`src/rtl/decoder_onehot_seq.sv`:
```
// Registered SEL_W-to-2**SEL_W one-hot decoder with a timed strobe and an auto-scan sweep.
// Define OUT_ACTIVE_LOW_EN to drive y active-low (selected line 0, idle all ones).
module decoder_onehot_seq #(
  parameter int SEL_W     = 3,
  parameter int PULSE_LEN = 1,
  parameter int CNT_W     = 8
) (
  input  logic                  clk,
  input  logic                  rst_n,
  input  logic                  en,
  input  logic                  in_valid,
  output logic                  in_ready,
  input  logic [SEL_W-1:0]      sel,
  input  logic                  scan,
  output logic [(2**SEL_W)-1:0] y,
  output logic [SEL_W-1:0]      y_idx,
  output logic                  busy,
  output logic [1:0]            dbg_state
);

  localparam int OUT_W = 2**SEL_W;
  localparam logic [CNT_W-1:0] RELOAD   = CNT_W'(PULSE_LEN - 1);
  localparam logic [OUT_W-1:0] LINE_ONE = OUT_W'(1);

  typedef enum logic [1:0] {
    S_IDLE = 2'd0,
    S_HOLD = 2'd1,
    S_SCAN = 2'd2
  } state_t;

  state_t           state_q, state_d;
  logic [CNT_W-1:0] cnt_q, cnt_d;
  logic [SEL_W-1:0] idx_q, idx_d;
  logic [OUT_W-1:0] line_q, line_d;
  logic             slot_end;
  logic             xfer;

  // Handshake: a request transfers on any clk edge where in_valid && in_ready.
  // in_ready is high only while enabled, out of reset, and either idle or in
  // the last cycle of a HOLD slot; it never rises during SCAN.
  assign slot_end = (cnt_q == '0);
  assign in_ready = rst_n && en &&
                    ((state_q == S_IDLE) || ((state_q == S_HOLD) && slot_end));
  assign xfer     = in_valid && in_ready;

  always_ff @(posedge clk or negedge rst_n) begin
    if (!rst_n) begin
      state_q <= S_IDLE;
      cnt_q   <= '0;
      idx_q   <= '0;
      line_q  <= '0;
    end else begin
      state_q <= state_d;
      cnt_q   <= cnt_d;
      idx_q   <= idx_d;
      line_q  <= line_d;
    end
  end

  always_comb begin
    state_d = state_q;
    cnt_d   = cnt_q;
    idx_d   = idx_q;
    line_d  = line_q;
    if (!en) begin
      state_d = S_IDLE;
      cnt_d   = '0;
      idx_d   = '0;
      line_d  = '0;
    end else begin
      case (state_q)
        S_IDLE: begin
          if (xfer) begin
            state_d = S_HOLD;
            cnt_d   = RELOAD;
            idx_d   = sel;
            line_d  = LINE_ONE << sel;
          end else if (scan) begin
            state_d = S_SCAN;
            cnt_d   = RELOAD;
            idx_d   = '0;
            line_d  = LINE_ONE;
          end
        end
        S_HOLD: begin
          if (!slot_end) begin
            cnt_d = cnt_q - CNT_W'(1);
          end else if (xfer) begin
            cnt_d  = RELOAD;
            idx_d  = sel;
            line_d = LINE_ONE << sel;
          end else begin
            state_d = S_IDLE;
            idx_d   = '0;
            line_d  = '0;
          end
        end
        S_SCAN: begin
          // scan is only looked at once the current slot has run out.
          if (!slot_end) begin
            cnt_d = cnt_q - CNT_W'(1);
          end else if (scan) begin
            cnt_d  = RELOAD;
            idx_d  = idx_q + SEL_W'(1);
            line_d = {line_q[OUT_W-2:0], line_q[OUT_W-1]};
          end else begin
            state_d = S_IDLE;
            idx_d   = '0;
            line_d  = '0;
          end
        end
        default: begin
          state_d = S_IDLE;
          cnt_d   = '0;
          idx_d   = '0;
          line_d  = '0;
        end
      endcase
    end
  end

`ifdef OUT_ACTIVE_LOW_EN
  assign y = ~line_q;
`else
  assign y = line_q;
`endif

  assign y_idx     = idx_q;
  assign busy      = (state_q != S_IDLE);
  assign dbg_state = state_q;

endmodule

```
`config.mk`:
```
export PLATFORM = sky130hd
export DESIGN_NAME = decoder_onehot_seq
export DESIGN_NICKNAME = d
export VERILOG_FILES = /design/src/rtl/decoder_onehot_seq.sv
export SDC_FILE = /design/constraint.sdc
export NUM_CORES = 1
export LEC_CHECK = 0
export ABC_AREA = 1
export CAP_MARGIN = 20
export CORE_ASPECT_RATIO = 1.2
export CORE_MARGIN = 5
export CORE_UTILIZATION = 30
export CTS_CLUSTER_SIZE = 20
export DETAILED_ROUTE_END_ITERATION = 8
export MAX_ROUTING_LAYER = met4
export PLACE_DENSITY = 0.6
export SLEW_MARGIN = 20
export SYNTH_ARGS = -nofsm -noshare
export SYNTH_HDL_FRONTEND = slang
export SYNTH_SLANG_ARGS = --single-unit
```
`constraint.sdc`:
```
create_clock -name clk -period 2.9 [get_ports clk]
set_input_delay 0.58 -clock clk [delete_from_list [all_inputs] [get_ports clk]]
set_output_delay 0.58 -clock clk [all_outputs]
set_load 0.03 [all_outputs]
```
## Word-level counts from Yosys, hierarchy flattened

Index checks and enable logic that the tools add are counted.
W data, S select, Z words.

- Register bits after elaboration: 21
- Bits of input ports: 8
- Word-level logic and storage cells: 56

- Add/sub/neg operators: 2
- Equality and inequality tests: 8
- Shift operators: 1
- Muxes and demuxes: 31
- Reduce and logical (&&, ||, !) cells: 10

Operator list:

| operator | number |
|---|---|
| $mux W8 | 13 |
| $pmux W8 S3 | 2 |
| $mux W3 | 7 |
| $mux W2 | 7 |
| $ne A3 B3 Y1 const B | 4 |
| $pmux W3 S3 | 1 |
| $logic_not A8 Y1 | 1 |
| $ne A4 B4 Y1 const B | 2 |
| $shl A1 B3 Y8 const A | 1 |
| $sub A8 B1 Y8 const B | 1 |
| $pmux W2 S3 | 1 |
| $reduce_and A5 Y1 | 1 |
| $logic_and A1 B1 Y1 | 4 |
| $add A3 B1 Y3 const B | 1 |
| $reduce_and A3 Y1 | 1 |
| $eq A2 B1 Y1 const B | 1 |
| $eq A2 B2 Y1 const B | 1 |
| $logic_not A2 Y1 | 1 |
| $reduce_bool A2 Y1 | 1 |
| $logic_or A1 B1 Y1 | 1 |

## Logic depth before layout (Yosys ltp)

Gate-level depths: netlist of run 1.

- Word-level depth: 9
- Depth in mapped cells: 13
- Mapped depth without buffers: 13

## Least setup slack after synthesis of run 1

Ideal clock, no wire load.

- Path kind: flip-flop to output port
- Start point: register cnt_q[0]
- End point: output port in_ready
- Data arrival time: 1437 ps
- Data required time: 2320 ps
- Path slack: 883 ps
- Stages on the path, launching flop included: 7
- Cells stage by stage: dfrtp_1 inv_1 ha_1 inv_1 nor2_1 nand3_2 a21oi_1

- Longest elaborated chain between the ends: 4

Ends and longest elaborated chain:

| what | line | source |
|---|---|---|
| start, declared | 32 | `logic [CNT_W-1:0] cnt_q, cnt_d;` |
| start signal, assigned | 54 | `cnt_q <= cnt_d;` |
| $logic_not A8 Y1 | 41 | `assign slot_end = (cnt_q == '0);` |
| $logic_and A1 B1 Y1 | 43 | `((state_q == S_IDLE) \|\| ((state_q == S_HOLD) && slot_end));` |
| $logic_or A1 B1 Y1 | 43 |  |
| $logic_and A1 B1 Y1 | 42 | `assign in_ready = rst_n && en &&` |
| end, declared | 12 | `output logic in_ready,` |

Every way passes these cells.

## Worst setup path after layout of run 1

- Start point: input port en
- End point: output port in_ready

- Longest elaborated chain between the ends: 2

Ends and longest elaborated chain:

| what | line | source |
|---|---|---|
| start, declared | 10 | `input logic en,` |
| $logic_and A1 B1 Y1 (2 in series) | 42 |  |

Every way passes these cells.

==> results of run 1 <==
-- metal layers --
layer | share of wire, % | wire length, um | vias to the layer above | global-route usage (%)
met2 | 47 | 1640 | 32 | 20.1
li1 | - | - | 692 | -
met5 | 0 | 0 | - | -
met1 | 48 | 1680 | 633 | 15.9
met4 | 1.1 | 40 | 0 | 3.86
met3 | 3.7 | 131 | 4 | 1.90
-- flip-flops by register name, summed over array words and instances (netlist names) --
signal     count
dbg_state      2
y_idx          3
cnt_q          8
y              8
-- kinds of logic (layout without fill, tap and decap cells) --
kind of cell               count (synthesis)  after routing
xor gates and xnor gates                   4              4
and+or+nand+nor                          115            115
buffers and inverters                     30             54
adders and majority gates                  3              3
AOI/OAI and AO/OA                         25             25
DFF                                       21             21
-- cells in the mapped netlist (all sizes together) (2+ instances only) --
| cell type | count | area [um2] |
|---|---|---|
| nand2 | 68 | 273 |
| nand3 | 29 | 155 |
| inv | 26 | 100 |
| dfrtp | 21 | 526 |
| o21ai | 12 | 63.8 |
| nor2 | 11 | 61.3 |
| a21oi | 8 | 40.0 |
| nand4 | 5 | 31.3 |
| buf | 3 | 27.5 |
| ha | 3 | 37.5 |
| xor2 | 3 | 26.3 |
| o21bai | 2 | 18.8 |
-- worst max-delay path: stages --
cell	delay, ns
clkdlybuf4s50_1	0.72
nand2_1	0.12
a21oi_1	0.17
buf_4	0.19
-- layout make-up --
cell class	instances	area share, %
Tap cell	58	4.19
Clock buffer	4	2.60
Multi-Input combinational cell	147	43.8
Inverter	27	6.00
Timing Repair Buffer	23	13.0
Sequential cell	21	30.4
-- stage by stage --
step                setup slack, ns  cell area (um2)  utilization (%)  cells  power, mW
floorplan                     0.883             1420                -    198       1.31
global placement              0.563             1690             36.7    276       1.55
detailed placement            0.540             1690             36.7    276       1.56
CTS                           0.554             1730             37.7    280       1.76
global route                  0.465             1730             37.7    280       1.93
finish                        0.537             1730             37.7    280       1.74
-- worst paths after layout --
| check | start | end | slack [ns] | cells after the start |
|---|---|---|---|---|
| setup / recovery | en | in_ready | 0.54 | 4 |
| setup reg to reg | cnt_q[0] | dbg_state[0] | 1.00 | 13 |
| hold reg to reg | y[0] | y[0] | 0.52 | 2 |
| max in group asynchronous | rst_n | cnt_q[7] | 1.80 | 2 |
| min in group asynchronous | rst_n | y[5] | 0.54 | 1 |
| hold / removal | y[0] | y[0] | 0.52 | 2 |
-- power groups by stage --
stage / clock, mW / sequential, mW / combinational [mW]
4_1_cts: 0.203 / 0.430 / 1.13
6_report: 0.196 / 0.429 / 1.12
5_1_grt: 0.216 / 0.441 / 1.27
2_1_floorplan: 0 / 0.471 / 0.839
3_5_place_dp: 0 / 0.435 / 1.12
3_3_place_gp: 0 / 0.434 / 1.11
==> summary.md, run 1 <==
| Metric | Value |
|---|---|
| Total I/O pin count | `23` |
| H-tree Lvls | `1` |
| Final Setup Violations | `0` |
| HPWL Detailed | `2.66 mm` |
| First-pass GRT wire length | `6.06 mm` |
| Wire per inst | `12.5 um` |
| Simple-gate portion of the synthesized area | `37.6%` |
| Die height | `85.2 um` |
| CTS tree | `built` |
| Syn-to-layout area delta | `22.3%` |
| Clock Power Share | `between 10% and 20%` |
| Pwr dens | `approximately 1000 nW/um2` |
| Adder and majority gate portion of the synthesized area | `around 2.7%` |
| Setup crit end kind | `output pin` |
| Longest Clk Path Bufs | `2` |
| Worst setup SP type | `input port` |
| Final Skew | `0.00296 ns` |
| Count of pins over their slew limit | `0` |
| Fin nets | `234` |
| Initial antenna violation count | `0` |
| Critical-path maximum fanout | `11` |
| Ys async rst share | `100%` |
| Number of fillers in the final layout | `507` |
| Area fraction in compound gates after synthesis | `10.9%` |
| Count of different cell masters after synthesis | `29` |
| Vias per Instance | `4.86` |
| VDD IR-drop max | `0.340 mV` |
| Hold buffers post-CTS | `0` |
| Status | `finished, final reports clean` |
| Arr. time, crit path | `1.78 ns` |
| Setup bufs post-CTS | `0` |
| Core area | `4590 um2` |
| Worst skew pair latency | `0.26 ns` |
| Logic pwr share | `64.2%` |
| Slew @ Worst Pin | `0.415 ns` |
| Post-synthesis mux area share | `0%` |
| DR DRC count | `0` |
| Min-Delay Path Class | `reg2reg` |
| Root Driver | `clkbuf_8` |
| Clock tree sinks | `21` |
| Via count | `1361` |
| Post-synth design cell area | `1420 um2` |
| Commonest non-fill, non-tap cell in the layout | `nand2_1` |
| Die Area | `~6200 um2` |
| Int Pwr | `between 0.8 and 0.9 mW` |
| GP Congestion | `0.876` |
| CTS clk-pin slew, worst paths | `approximately 0.08 ns` |
| P_sw | `0.902 mW` |
| Fin. Hold Viols | `0` |
| Fin crit share | `81.5%` |
| WP data required | `2.32 ns` |
| Number of global-route vias before repair | `~1400` |
| Max Cap Viol | `0` |
| Register area | `526 um2` |
| Warnings, synthesis | `0` |
| Tmin final | `2.36 ns` |
| # diodes | `0` |
| Share of post-route cells with drive strength above 1 | `approximately 14%` |
| Register area share after synthesis | `37.1%` |
| Hold WS | `just over 0.5 ns` |
| Multi-input logic area | `758 um2` |
| Avg Inst Size Synth | `7.15 um2` |
| Syn Inst Count | `198` |
| Flop pwr share | `24.6%` |
| Gr ovfl total | `0` |
| Top_reg_cell synth | `dfrtp_1` |
| Post-Synthesis Net Count | `209` |
| DR pass1 iterations | `4` |
| Fmax | `423 MHz` |
| Port bufs | `22` |
| ANT nets after route | `0` |
| Placement Rows | `27` |
| CTS Buf Count | `3` |
| Setup TNS | `0 ns` |
| Post-cts sizing count | `0` |
| Slew headroom | `just over 70%` |
| Yosys reg bits | `21` |
| Die X | `72.7 um` |
| Initial Util | `30.8%` |
| Xor/xnor share of the synthesized area | `2.48%` |
| RSZ-0062 raised after global routing | `no` |
| Largest net degree at the start of global routing | `21` |
| Final wirelength | `roughly 3.5 mm` |
| Switching share of power | `51.7%` |
| Starting DRT DRC Count | `62` |
| GRT Overall Usage | `12.5%` |
| Largest family of logic cells by synthesized area | `simple AND/OR/NAND/NOR gates` |
| Leakage | `0.820 nW` |
| Most frequent cells in the layout | `61 x nand2_1, 27 x nand3_1, 21 x dfrtp_1, 21 x clkdlybuf4s50_1, 17 x inv_1` |
| Post-synth EDFFs | `0` |
| Crit path kind | `in2out` |
No activity file was read; power rests on OpenSTA's default activity.
==> run 2, diff against run 1 <==
- clock period: 2.9 -> 2.4 ns (I/O delays scaled with it)
==> summary.md, run 2 (synthesis gave the netlist of run 1 again) <==
| Metric | Value |
|---|---|
| Status | `finished, final reports clean` |
| Cell family with most CP delay | `flip-flops` |
| Critical-path maximum fanout | `6 (-5)` |
| Arr. time, crit path | `1.66 ns (-0.12 ns)` |
| Core area | `4590 um2 (unchanged)` |
| Initial antenna violation count | `0 (unchanged)` |
| Fin nets | `235 (+0.43%)` |
| Slew headroom | `74.7% (+2.5 points)` |
| Slew @ Worst Pin | `0.376 ns (-0.0387 ns)` |
| RSZ-0062 raised after global routing | `no` |
| Via count | `1334 (-2.0%)` |
| Longest Clk Path Bufs | `2 (unchanged)` |
| CP cell instances | `inv_1 -> ha_1 -> inv_1 -> nor2_1 -> nand3_2 -> a21oi_1 -> buf_4` |
| Critical path origin | `cnt_q[0]` |
| Min-Delay Path Class | `reg2reg` |
| CTS tree | `built` |
| Crit path kind | `reg2out` |
| Clock tree sinks | `21 (unchanged)` |
| CP bufs+invs | `3 (+1)` |
| Setup crit end | `in_ready` |
| Root Driver | `clkbuf_8` |
| Share of post-route cells with drive strength above 1 | `14.8% (+0.38 points)` |
| Leakage | `0.825 nW (+0.59%)` |
| Worst skew pair latency | `0.26 ns (about the same)` |
| Port bufs | `22 (unchanged)` |
| Pwr dens | `1210 nW/um2 (+20%)` |
| Placed Area | `1690 um2 (+0.45%)` |
| Design Area, Final | `1740 um2 (+0.43%)` |
| ANT nets after route | `0 (unchanged)` |
| Setup crit end kind | `output pin` |
| Syn-to-layout area delta | `22.8%` |
| Fin crit share | `around 89%` |
| Vias per Instance | `4.75 (-2.3%)` |
| Most Frequent Cell on Critical Path | `inv_1` |
| DR DRC count | `0 (unchanged)` |
| Largest net degree at the start of global routing | `22 (+4.8%)` |
| VDD IR-drop max | `0.425 mV (+25%)` |
| Die X | `72.7 um (unchanged)` |
| Commonest non-fill, non-tap cell in the layout | `nand2_1` |
| Count of pins over their slew limit | `0 (unchanged)` |
| Final Skew | `0.00714 ns (+0.00418 ns)` |
| Starting DRT DRC Count | `73 (+18%)` |
| CTS Buf Count | `3 (unchanged)` |
| Tmin final | `2.14 ns` |
| Worst Hold Launch | `y[0]` |
| Reg2reg setup slack | `0.51 ns (-0.49 ns)` |
| Max incr delay on CP | `0.36 ns (-0.36 ns)` |
| Total I/O pin count | `23 (unchanged)` |
| Worst reg2reg startpoint | `cnt_q[0]` |
| First-pass GRT wire length | `6.11 mm (+0.91%)` |
| Hold buffers post-CTS | `0 (unchanged)` |
| Setup TNS | `0 ns (unchanged)` |
| Setup bufs post-CTS | `0 (unchanged)` |
| Worst R2R End | `dbg_state[0]` |
| GP Congestion | `0.816 (-6.8%)` |
| Gr ovfl total | `0 (unchanged)` |
| Wire per inst | `12.3 um (-1.8%)` |
| Final wirelength | `3.45 mm (-1.4%)` |
| CTS clk-pin slew, worst paths | `0.08 ns (about the same)` |
| Slowest cell on crit path | `dfrtp_1` |
| Post-cts sizing count | `0 (unchanged)` |
| Initial Util | `30.8% (unchanged)` |
| Worst R2R Path Depth | `9 (-4)` |
| Placement Rows | `27 (unchanged)` |
| HPWL Detailed | `2.66 mm (about the same)` |
| Most frequent cells in the layout | `61 x nand2_1, 27 x nand3_1, 21 x dfrtp_1, 21 x clkdlybuf4s50_1, 17 x inv_1` |
| H-tree Lvls | `1 (unchanged)` |
| Max Cap Viol | `0 (unchanged)` |
| DR pass1 iterations | `4 (unchanged)` |
| # diodes | `0 (unchanged)` |
| Worst setup SP type | `flop` |
| Fin. Hold Viols | `0 (unchanged)` |
| Fmax | `467 MHz` |
| Number of global-route vias before repair | `1326 (-3.1%)` |
| Final Setup Violations | `0 (unchanged)` |
| WP data required | `1.92 ns (-0.40 ns)` |
| Die height | `85.2 um (unchanged)` |
| Die Area | `6200 um2 (unchanged)` |
| WP depth | `7 (+3)` |
| GRT Overall Usage | `12.7% (+0.22 points)` |
[run 2: stage by stage]
stage | util [%] | power, mW | setup slack, ns | std cells | hold slack, ns
3_5_place_dp | 36.8 | 1.88 | 0.282 | 277 | 0.503
3_3_place_gp | 36.8 | 1.86 | 0.332 | 277 | 0.502
4_1_cts | 37.8 | 2.13 | 0.234 | 281 | 0.521
5_1_grt | 37.8 | 2.34 | 0.0938 | 281 | 0.546
2_1_floorplan | - | 1.58 | 0.483 | 198 | 0.184
6_report | 37.8 | 2.10 | 0.260 | 281 | 0.510
[run 2: how the worst min path moves through the flow]
stage	to	cells past startpoint
detailed placement	y[0]	2
CTS	y[0]	2
finish	y[0]	2
global route	y[0]	2
floorplan	cnt_q[0]	0
global placement	y[0]	2
[run 2: layer usage]
layer | share of wire [%] | up-vias | wire length (um) | global-route usage [%]
met5 | 0 | - | 0 | -
met4 | 1.5 | 0 | 52 | 4.53
met3 | 3.4 | 5 | 116 | 2.01
met2 | 45 | 27 | 1550 | 19.0
met1 | 50 | 610 | 1730 | 17.2
li1 | - | 692 | - | -
[run 2: final cells by class]
class,count,area [um2]
multi-input combinational,147,758
timing repair buffer,24,233
sequential,21,526
clock buffer,4,45.0
fill,514,2860
tap,58,72.6
inverter,27,104
[run 2: worst register-to-register path, cell delays in order, from the launching register on]
cell	delay (ns)
dfrtp_1	0.36
inv_1	0.15
ha_1	0.18
inv_1	0.04
nor2_1	0.18
nand3_2	0.16
nand2_2	0.11
nand3_2	0.24
or2_2	0.36
nand2_1	0.06
[run 2: report_power, final]
part | switching, mW | leakage [nW] | internal, mW
combinational | 0.890 | 0.513 | 0.459
sequential | 0.0770 | 0.289 | 0.443
clock | 0.113 | 0.0228 | 0.118
total | 1.08 | 0.825 | 1.02
